### src/rtl/lh_pkg.sv
// rtl/lh_pkg.sv - shared constants, state type and character screen for the light-hash framer
package lh_pkg;

    localparam logic [7:0] LH_START_CHAR  = 8'hFF;
    localparam logic [7:0] LH_FINISH_CHAR = 8'h00;

    localparam logic [7:0] LH_CHAR_0    = 8'h30;
    localparam logic [7:0] LH_CHAR_9    = 8'h39;
    localparam logic [7:0] LH_CHAR_UC_A = 8'h41;
    localparam logic [7:0] LH_CHAR_UC_Z = 8'h5A;
    localparam logic [7:0] LH_CHAR_LC_A = 8'h61;
    localparam logic [7:0] LH_CHAR_LC_Z = 8'h7A;

    typedef enum logic [2:0] {
        LOAD,
        START,
        BODY,
        FINISH,
        WAIT_DIGEST
    } lh_framer_state_e;

    // Framing bytes 0xFF/0x00 fall outside every range, so they can never leak into a body.
    function automatic logic lh_is_alnum(input logic [7:0] c);
        return ((c >= LH_CHAR_0)    && (c <= LH_CHAR_9))    ||
               ((c >= LH_CHAR_UC_A) && (c <= LH_CHAR_UC_Z)) ||
               ((c >= LH_CHAR_LC_A) && (c <= LH_CHAR_LC_Z));
    endfunction

endpackage

### src/rtl/lh_byte_fifo.sv
// rtl/lh_byte_fifo.sv - show-ahead byte FIFO holding one message body
module lh_byte_fifo #(
    parameter int DEPTH = 16
) (
    input  logic                       clk,
    input  logic                       rst_n,
    input  logic                       push,
    input  logic                       pop,
    input  logic                       flush,
    input  logic [7:0]                 wr_data,
    output logic [7:0]                 rd_data,
    output logic                       full,
    output logic                       empty,
    output logic [$clog2(DEPTH+1)-1:0] count
);
    localparam int CW = $clog2(DEPTH + 1);
    localparam int PW = (DEPTH > 1) ? $clog2(DEPTH) : 1;

    logic [7:0]    mem [DEPTH];
    logic [PW-1:0] wr_ptr;
    logic [PW-1:0] rd_ptr;
    logic          do_push;
    logic          do_pop;

    function automatic logic [PW-1:0] ptr_inc(input logic [PW-1:0] p);
        return (p == PW'(DEPTH - 1)) ? '0 : p + 1'b1;
    endfunction

    assign full    = (count == CW'(DEPTH));
    assign empty   = (count == '0);
    assign do_push = push && !full && !flush;
    assign do_pop  = pop && !empty && !flush;
    assign rd_data = mem[rd_ptr];

    always_ff @(posedge clk or negedge rst_n) begin
        if (!rst_n) begin
            wr_ptr <= '0;
            rd_ptr <= '0;
            count  <= '0;
        end else if (flush) begin
            wr_ptr <= '0;
            rd_ptr <= '0;
            count  <= '0;
        end else begin
            if (do_push) wr_ptr <= ptr_inc(wr_ptr);
            if (do_pop)  rd_ptr <= ptr_inc(rd_ptr);
            if (do_push && !do_pop)      count <= count + 1'b1;
            else if (!do_push && do_pop) count <= count - 1'b1;
        end
    end

    always_ff @(posedge clk) begin
        if (do_push) mem[wr_ptr] <= wr_data;
    end

endmodule

### src/rtl/lh_ptxt_framer.sv
// rtl/lh_ptxt_framer.sv - buffers a screened message, frames it to the hash core, captures the digest
module lh_ptxt_framer
    import lh_pkg::*;
#(
    parameter int DEPTH    = 16,
    parameter int CHAR_GAP = 1,
    parameter int TIMEOUT  = 1024
) (
    input  logic        clk,
    input  logic        rst_n,
    input  logic [7:0]  msg_char,
    input  logic        msg_valid,
    input  logic        msg_last,
    output logic        msg_ready,
    output logic [7:0]  ptxt_char,
    output logic        ptxt_valid,
    input  logic [63:0] digest_char,
    input  logic        digest_ready,
    output logic [63:0] digest_out,
    output logic        digest_out_valid,
    output logic        busy,
    output logic        err_invalid_char,
    output logic        err_overflow,
    output logic        err_timeout
);
    localparam int CW = $clog2(DEPTH + 1);
    localparam int GW = (CHAR_GAP > 0) ? $clog2(CHAR_GAP + 1) : 1;
    localparam int TW = $clog2(TIMEOUT + 1);

    lh_framer_state_e state;
    logic             drop_inv;
    logic             drop_ovf;
    logic [GW-1:0]    gap_cnt;
    logic [TW-1:0]    tmo_cnt;
    logic [CW-1:0]    fifo_count;
    logic             fifo_full;
    logic             fifo_empty;
    logic [7:0]       fifo_data;
    logic             accept;
    logic             char_ok;
    logic             set_inv;
    logic             set_ovf;
    logic             push;
    logic             flush;
    logic             slot_end;
    logic             pop;

    // msg_ready is only ever high in LOAD, so accept implies LOAD.
    always_comb begin
        accept   = msg_valid && msg_ready;
        char_ok  = lh_is_alnum(msg_char);
        set_inv  = drop_inv || !char_ok;
        set_ovf  = drop_ovf || fifo_full;
        push     = accept && char_ok && (fifo_count < CW'(DEPTH)) && !drop_inv && !drop_ovf;
        flush    = accept && msg_last && (set_inv || set_ovf);
        slot_end = ((state == START) || (state == BODY)) && (gap_cnt == '0);
        pop      = slot_end && !fifo_empty;
    end

    lh_byte_fifo #(.DEPTH(DEPTH)) u_fifo (
        .clk     (clk),
        .rst_n   (rst_n),
        .push    (push),
        .pop     (pop),
        .flush   (flush),
        .wr_data (msg_char),
        .rd_data (fifo_data),
        .full    (fifo_full),
        .empty   (fifo_empty),
        .count   (fifo_count)
    );

    // Each framed byte is loaded together with gap_cnt=CHAR_GAP; the slot ends when it drains to 0.
    always_ff @(posedge clk or negedge rst_n) begin
        if (!rst_n) begin
            state            <= LOAD;
            msg_ready        <= 1'b1;
            ptxt_char        <= LH_FINISH_CHAR;
            ptxt_valid       <= 1'b0;
            digest_out       <= '0;
            digest_out_valid <= 1'b0;
            busy             <= 1'b0;
            err_invalid_char <= 1'b0;
            err_overflow     <= 1'b0;
            err_timeout      <= 1'b0;
            drop_inv         <= 1'b0;
            drop_ovf         <= 1'b0;
            gap_cnt          <= '0;
            tmo_cnt          <= '0;
        end else begin
            ptxt_valid       <= 1'b0;
            digest_out_valid <= 1'b0;
            err_invalid_char <= 1'b0;
            err_overflow     <= 1'b0;
            err_timeout      <= 1'b0;
            case (state)
                LOAD: begin
                    if (accept) begin
                        if (msg_last) begin
                            drop_inv <= 1'b0;
                            drop_ovf <= 1'b0;
                            if (set_inv || set_ovf) begin
                                err_invalid_char <= set_inv;
                                err_overflow     <= set_ovf;
                            end else begin
                                state      <= START;
                                msg_ready  <= 1'b0;
                                busy       <= 1'b1;
                                ptxt_char  <= LH_START_CHAR;
                                ptxt_valid <= 1'b1;
                                gap_cnt    <= GW'(CHAR_GAP);
                            end
                        end else begin
                            drop_inv <= set_inv;
                            drop_ovf <= set_ovf;
                        end
                    end
                end
                START, BODY: begin
                    if (gap_cnt != '0) begin
                        gap_cnt <= gap_cnt - 1'b1;
                    end else if (!fifo_empty) begin
                        state      <= BODY;
                        ptxt_char  <= fifo_data;
                        ptxt_valid <= 1'b1;
                        gap_cnt    <= GW'(CHAR_GAP);
                    end else begin
                        state      <= FINISH;
                        ptxt_char  <= LH_FINISH_CHAR;
                        ptxt_valid <= 1'b1;
                    end
                end
                FINISH: begin
                    state   <= WAIT_DIGEST;
                    tmo_cnt <= TW'(1);
                end
                WAIT_DIGEST: begin
                    // tmo_cnt counts cycles since the finish byte, so the pulse lands TIMEOUT cycles after it.
                    if (digest_ready) begin
                        digest_out       <= digest_char;
                        digest_out_valid <= 1'b1;
                        state            <= LOAD;
                        msg_ready        <= 1'b1;
                        busy             <= 1'b0;
                    end else if (tmo_cnt == TW'(TIMEOUT - 1)) begin
                        err_timeout <= 1'b1;
                        state       <= LOAD;
                        msg_ready   <= 1'b1;
                        busy        <= 1'b0;
                    end else begin
                        tmo_cnt <= tmo_cnt + 1'b1;
                    end
                end
                default: begin
                    state     <= LOAD;
                    msg_ready <= 1'b1;
                    busy      <= 1'b0;
                end
            endcase
        end
    end

endmodule

### config.mk
export PLATFORM = sky130hd
export DESIGN_NAME = lh_ptxt_framer
export DESIGN_NICKNAME = d
export VERILOG_FILES = /design/src/rtl/lh_pkg.sv /design/src/rtl/lh_byte_fifo.sv /design/src/rtl/lh_ptxt_framer.sv
export SDC_FILE = /design/constraint.sdc
export NUM_CORES = 1
export LEC_CHECK = 0
export BUFFER_PORTS_ARGS = -buffer_cell sky130_fd_sc_hd__buf_4
export CAP_MARGIN = 15
export CORE_UTILIZATION = 61
export CTS_CLUSTER_DIAMETER = 150
export DETAILED_ROUTE_END_ITERATION = 10
export GPL_TIMING_DRIVEN = 0
export PLACE_DENSITY = 0.85
export SLEW_MARGIN = 20
export SYNTH_ARGS = -nofsm -noshare
export SYNTH_HDL_FRONTEND = slang
export SYNTH_SLANG_ARGS = --single-unit
### constraint.sdc
create_clock -name clk -period 6.45 [get_ports clk]
set_input_delay 0.645 -clock clk [delete_from_list [all_inputs] [get_ports clk]]
set_output_delay 0.645 -clock clk [all_outputs]
set_load 0.01 [all_outputs]
==> results_dict.tcl, run 1 <==
set metrics [dict create \
    outcome "completed" \
    met2_wirelength_mm 11.7 \
    hold_viol 0 \
    drt-met1-wl_mm 8.66 \
    antenna_left 0 \
    grt_pass1_vias 6458 \
    yosysUniqueCellTypes 60 \
    nFillCells 911 \
    r2r_slack_ns 3.21 \
    crit_path_start_kind "flip-flop" \
    synthMuxAreaShare_pct 15.2 \
    yosysTopAreaCellShare_pct 38.9 \
    dp_hpwl_mm 14.6 \
    die_w_microns 129 \
    port_buffers 155 \
    htreeDepth 1 \
    synth-edff-count 128 \
    drtIter0Drc 553 \
    worstPathRequired_ns 6.88 \
    synthFlopType "edfxtp_1" \
    antenna_found_initial 0 \
    yosys-top-cells-area "edfxtp_1 39%, dfrtp_1 27%, mux2_2 8.3%" \
    cts_buffers 24 \
    fin_tns_setup_ns 0 \
    yosysWarnings 0 \
    clock_skew_ns 0.00893 \
    antennaDiodeCount 0 \
    syn_avg_cell_area_sq_um 15.3 \
    grt_start_max_net_pins 110 \
    rsz0062_at_grt "no" \
    route.detailed.drc 0 \
    tightest_slew_ns 0.949 \
    tritoncts "built" \
    r2r_end "u_fifo.count[4]" \
    initial_core_util_pct 62.4 \
    syn-num-nets 735 \
    drive_gt1_share_pct 38.1 \
    placementRows 46 \
    routabilityCongestion 0.821 \
    synthToLayoutAreaGrowth_pct 22.6 \
    hold_class "in2async" \
    postCtsSetupBuffers 0 \
    cts.root.buffer_cell "clkbuf_16" \
    leakage_nw 4.83 \
    slew_viol_final 0 \
    setup_viol 0 \
    worst_ep_arrival_time_ns 3.68 \
    synth_compound_area_share_pct 5.72 \
    wire_per_inst_microns 21.0 \
    wl_met3_mm 1.20 \
    num_vias 6342 \
    synth_xor_xnor_area_share_pct 1.06 \
    core_area_sq_um 15800 \
    clk_pin_slew_ns 0.07 \
    cp-end-kind "flip-flop" \
    grt-ovfl-total 0 \
    clock_sinks 237 \
    viasPerCell 5.97 \
    synth_adder_area_share_pct 1.34 \
    cp_max_fo 7 \
    p_per_area_nw_per_um2 428 \
    nets 916 \
    grt_usage_pct 27.0 \
    fmax_ghz 0.308 \
    period_share_pct 50.3 \
    max_slew_margin_pct 36.7 \
    final_cells 1062 \
    ios 156 \
    highest_layer "met4" \
    cts_buffer_depth 3 \
    crit_type "reg2reg" \
    r2r-start "u_fifo.count[0]" \
    postCtsHoldBufs 0 \
    grt_pass1_wl_mm 34.0 \
    yosys.area_share.simple_pct 8.04 \
    cts_resized 0 \
    ir_drop_mv 0.266 \
    ys_seq_area_share_pct 66.5 \
    async_flop_share_pct 46.0 \
    min_period_ns 3.24 \
    clock_latency_ns 0.51 \
    synth_top_family_by_area "multiplexers" \
    synth_area_sq_um 9880 \
    dieHeight_microns 129 \
    fp.dieArea_sq_um 16700 \
    routed_wl_mm 22.3 \
    synth-seq-cells 237 \
    synthCells 648 \
    synth_area_leader_cell "edfxtp_1" \
    reg2reg_depth 9 \
    cap_violations 0 \
    firstDrtPassIters 5 \
    numPlacedInstances 1019 \
]
## worst max-delay path, cell delays in order, from the launching register on
cell and delay [ns]:
dfrtp_1 0.45, or4_4 0.56, o2111a_2 0.33, nor4_4 0.27, inv_2 0.14, fa_1 0.44, a21o_1 0.18, a21o_1 0.21
or4_1 0.40, a31oi_1 0.17
## synth_stat cells, drive strengths merged, types with 2 or more instances
| cell | instances |
|---|---|
| edfxtp | 128 |
| dfrtp | 108 |
| mux2 | 73 |
| nand2 | 33 |
| mux2i | 32 |
| nand3 | 27 |
| nor2 | 27 |
| a21oi | 25 |
| buf | 25 |
| mux4 | 16 |
| o21ai | 14 |
| nor3 | 11 |
| clkbuf | 10 |
| ha | 9 |
| inv | 9 |
| a22o | 8 |
| a22oi | 8 |
| xnor2 | 8 |
| and2 | 6 |
| and3 | 6 |
| or3 | 6 |
| a31oi | 5 |
| and4 | 5 |
| nor4 | 5 |
| o31ai | 5 |
| and4b | 4 |
| xor2 | 4 |
| a21o | 3 |
| nand4 | 3 |
| nor2b | 3 |
| o41ai | 2 |
| or4 | 2 |
## kinds of logic (layout without fill, tap and decap cells)
| logic type | count (synthesis) | in the layout |
|---|---|---|
| fa+ha+maj | 10 | 10 |
| mux | 121 | 121 |
| compound gates | 81 | 81 |
| xor+xnor | 12 | 12 |
| buf+inv | 44 | 242 |
| simple gates | 143 | 143 |
| flops | 237 | 237 |
## worst max path at each step
stage | startpoint | endpoint | depth (start not counted)
2_1_floorplan | msg_char[1] | u_fifo.count[4] | 9
3_3_place_gp | msg_char[4] | u_fifo.count[4] | 10
3_5_place_dp | msg_char[4] | u_fifo.count[4] | 10
4_1_cts | u_fifo.count[1] | u_fifo.count[4] | 9
5_1_grt | u_fifo.count[1] | u_fifo.count[4] | 9
6_report | u_fifo.count[0] | u_fifo.count[4] | 9
## metrics by stage
step	setup slack [ns]	cell area (sq um)	power (mW)	hold WS (ns)	utilization, %
after floorplan	3.38	9880	3.08	0.349	-
after global placement	3.00	11300	3.69	0.438	71.5
after detailed placement	2.91	11300	3.78	0.448	71.5
after CTS	3.22	12100	5.20	0.303	76.6
after global routing	2.99	12100	5.42	0.354	76.6
final	3.21	12100	5.19	0.279	76.6
## power breakdown
part | internal (mW) | leakage, nW | switching [mW]
Sequential | 1.89 | 2.52 | 0.181
Combinational | 0.855 | 1.92 | 0.861
Clock | 0.831 | 0.384 | 0.566
Total | 3.58 | 4.83 | 1.61
## flip-flops by register name, summed over array words and instances, names as in the netlist
register          count
msg_ready             1
digest_out           64
drop_inv              1
tmo_cnt              11
busy                  1
state                 3
u_fifo.count          5
u_fifo.rd_ptr         4
digest_out_valid      1
ptxt_valid            1
u_fifo.mem          128
ptxt_char             8
err_invalid_char      1
err_timeout           1
u_fifo.wr_ptr         4
drop_ovf              1
err_overflow          1
gap_cnt               1
## final cells by class
| type | count | area (sq um) | area share [%] |
|---|---|---|---|
| Clock buffer | 30 | 644 | 5.32 |
| Sequential cell | 237 | 6570 | 54.2 |
| Tap cell | 216 | 270 | 2.23 |
| Timing Repair Buffer | 155 | 1170 | 9.63 |
| Buffer | 35 | 176 | 1.46 |
| Clock inverter | 13 | 151 | 1.25 |
| Multi-Input combinational cell | 367 | 3100 | 25.6 |
| Inverter | 9 | 33.8 | 0.279 |
## placed cells by master, fill, tap and decap left out, types with 4 or more instances in the layout
cell         n
o21ai_0     14
clkbuf_1    15
and2_1       6
ha_1         9
o31ai_1      5
mux2_2      73
dfrtp_1    108
inv_1        8
nand3_1     27
nor2_1      24
nand2_1     33
xor2_1       4
and4b_1      4
mux4_2      16
a22oi_1      8
a21oi_1     25
and3_1       6
buf_2       18
mux2i_1     32
a31oi_1      5
or3_1        6
buf_4      156
xnor2_1      8
and4_1       5
clkbuf_16   25
edfxtp_1   128
nor3_1       9
clkinv_2     6
a22o_1       8
## per-layer routing
layer  vias to the layer above  global-route usage (%)
met1                      3213                    34.3
met5                         -                       0
met3                        57                    3.43
li1                       2822                       -
met4                         0                    10.4
met2                       250                    47.6
Note: power is estimated with default switching activity, not from simulation.
==> run 2, diff against run 1 <==
- CORE_UTILIZATION: 61 -> 57
- PLACE_DENSITY: 0.85 -> 0.8
- clock period: 6.45 -> 3.12 ns (I/O delays scaled with it)
==> run 2 against run 1 <==
  * Power is 110% higher
  * Hold slack worse by 0.25 ns
  * First-iteration DRC count is 8.0% lower
  * Non-clock buffer count is 6 higher
  * Final area is 1.1% higher
  * Clock-buffer cell count is 3 higher
  * Global-route usage is 1.3 points lower
  * Sequential share of layout area is 0.60 points lower
  * Critical path depth stayed put
  * Flip-flop and latch count stayed put
  * Routed wire length is 0.23% higher
  * Clock skew is 0.00083 ns lower
  * Critical path type unchanged
  * Largest cell class unchanged
==> results_dict.tcl, run 2 (same netlist as run 1, synthesis figures left out) <==
set metrics [dict create \
    post-route-cell-area_sq_um 12300 \
    mostFrequentLayoutCells "161 x buf_4, 128 x edfxtp_1, 107 x dfrtp_1" \
    nets 922 \
    routed_wl_mm 22.3 \
    tritoncts "built" \
    period_share_pct 95.5 \
    cap_violations 0 \
    placementRows 47 \
    outcome "completed" \
    cp-end-kind "flip-flop" \
    cts.root.buffer_cell "clkbuf_16" \
    core_area_sq_um 16800 \
    crit_path_start_kind "flip-flop" \
    largest_register_ffs 128 \
    antennaDiodeCount 0 \
    viasPerCell 5.84 \
    reg_top3 "u_fifo.mem (128), digest_out (64), tmo_cnt (11)" \
    route.detailed.drc 0 \
    drive_gt1_share_pct 38.8 \
    max_slew_margin_pct 35.7 \
    clock_sinks 237 \
    ir_drop_mv 0.526 \
    rsz0062_at_grt "no" \
    cts_buffer_depth 3 \
    drtIter0Drc 509 \
    routabilityCongestion 0.858 \
    antenna_left 0 \
    p_per_area_nw_per_um2 898 \
    die_w_microns 134 \
    antenna_found_initial 0 \
    r2r-start "u_fifo.count[0]" \
    slew_viol_final 0 \
    min_to "digest_out[36]" \
    wire_per_inst_microns 20.8 \
    grt-ovfl-total 0 \
    firstDrtPassIters 5 \
    nFillCells 1036 \
    fp.dieArea_sq_um 17900 \
    grt_usage_pct 25.7 \
    fin_ws_ns 0.139 \
    reg2reg_depth 9 \
    initial_core_util_pct 59.0 \
    regMostFlops "u_fifo.mem" \
    cp_max_fo 5 \
    grt_pass1_wl_mm 35.3 \
    setup_viol 0 \
    htreeDepth 1 \
    cts_buffers 24 \
    crit_type "reg2reg" \
    tightest_slew_ns 0.964 \
    hold_class "in2reg" \
    ios 156 \
    r2r_slack_ns 0.14 \
    worst_ep_arrival_time_ns 3.41 \
    dp_hpwl_mm 14.8 \
    post-place-ws_ns -0.151 \
    num_vias 6270 \
    layout_commonest_cell "buf_4" \
    clk_pin_slew_ns 0.06 \
    dieHeight_microns 134 \
    r2r_end "u_fifo.count[4]" \
    grt_pass1_vias 6573 \
    synthToLayoutAreaGrowth_pct 24.0 \
    grt_start_max_net_pins 110 \
    fmax_ghz 0.335 \
    min_path_cells 2 \
    clock_skew_ns 0.00810 \
    clock_latency_ns 0.51 \
    holdCritStartpoint "digest_char[36]" \
    worstPathRequired_ns 3.55 \
    leakage_nw 4.91 \
    dpl_cell_area_sq_um 11300 \
    hold_viol 0 \
    port_buffers 155 \
    min_period_ns 2.98 \
]
run 2: power breakdown:
group	leakage, nW	internal [mW]	total (mW)	switching, mW
registers	2.52	3.91	4.28	0.368
logic	1.95	1.80	3.60	1.80
clock network	0.435	1.94	3.12	1.18
total	4.91	7.65	11.0	3.35
run 2: how the worst max path moves through the flow:
stage | cells past startpoint | startpoint | end | slack (ns)
after global routing | 9 | u_fifo.count[1] | u_fifo.count[4] | 0.03
after CTS | 9 | u_fifo.count[1] | u_fifo.count[4] | 0.02
after floorplan | 9 | u_fifo.count[1] | u_fifo.count[4] | 0.14
after global placement | 9 | u_fifo.count[1] | u_fifo.count[4] | -0.02
final | 9 | u_fifo.count[0] | u_fifo.count[4] | 0.14
after detailed placement | 9 | u_fifo.count[1] | u_fifo.count[4] | -0.15
run 2: layer usage:
| layer | GRT usage [%] | routed length [microns] |
|---|---|---|
| met1 | 33.2 | 8710 |
| met5 | 0 | 0 |
| met4 | 6.38 | 362 |
| met3 | 3.39 | 1380 |
| met2 | 46.2 | 11900 |
run 2: final cells by class:
type,count,area [sq um],share of cell area (%)
clock buffers,33,717,5.85
repair buffers,161,1210,9.91
inverters,9,33.8,0.276
plain buffers,35,176,1.44
well taps,220,275,2.25
flip-flops and latches,237,6570,53.6
clock inverters,11,161,1.32
multi-input cells,367,3100,25.3
run 2: timing repair:
action,in CTS,in global routing
endpoints found under the hold margin,108,0
setup buffers,5,0
hold buffers,1,0
setup endpoints to repair,1,1
pin swaps,1,1
gates resized for setup,2,0
run 2: worst max-delay path, stage by stage (launching register included):
cell	delay, ns
dfrtp_2	0.41
or4_4	0.54
o2111a_2	0.30
nor4_4	0.19
inv_2	0.12
fa_2	0.37
a21o_1	0.17
a21o_1	0.22
or4_1	0.40
a31oi_1	0.18
run 2: stage by stage:
| step | cells | setup TNS [ns] | utilization (%) | power (mW) | hold WS (ns) |
|---|---|---|---|---|---|
| 3_5_place_dp | 1023 | -0.151 | 67.6 | 7.85 | 0.440 |
| 3_3_place_gp | 1023 | -0.0196 | 67.6 | 7.66 | 0.437 |
| 5_1_grt | 1073 | 0 | 73.1 | 11.5 | 0.0231 |
| 2_1_floorplan | 648 | 0 | - | 6.37 | 0.0164 |
| 6_report | 1073 | 0 | 73.1 | 11.0 | 0.0335 |
| 4_1_cts | 1073 | 0 | 73.1 | 11.1 | 0.0194 |
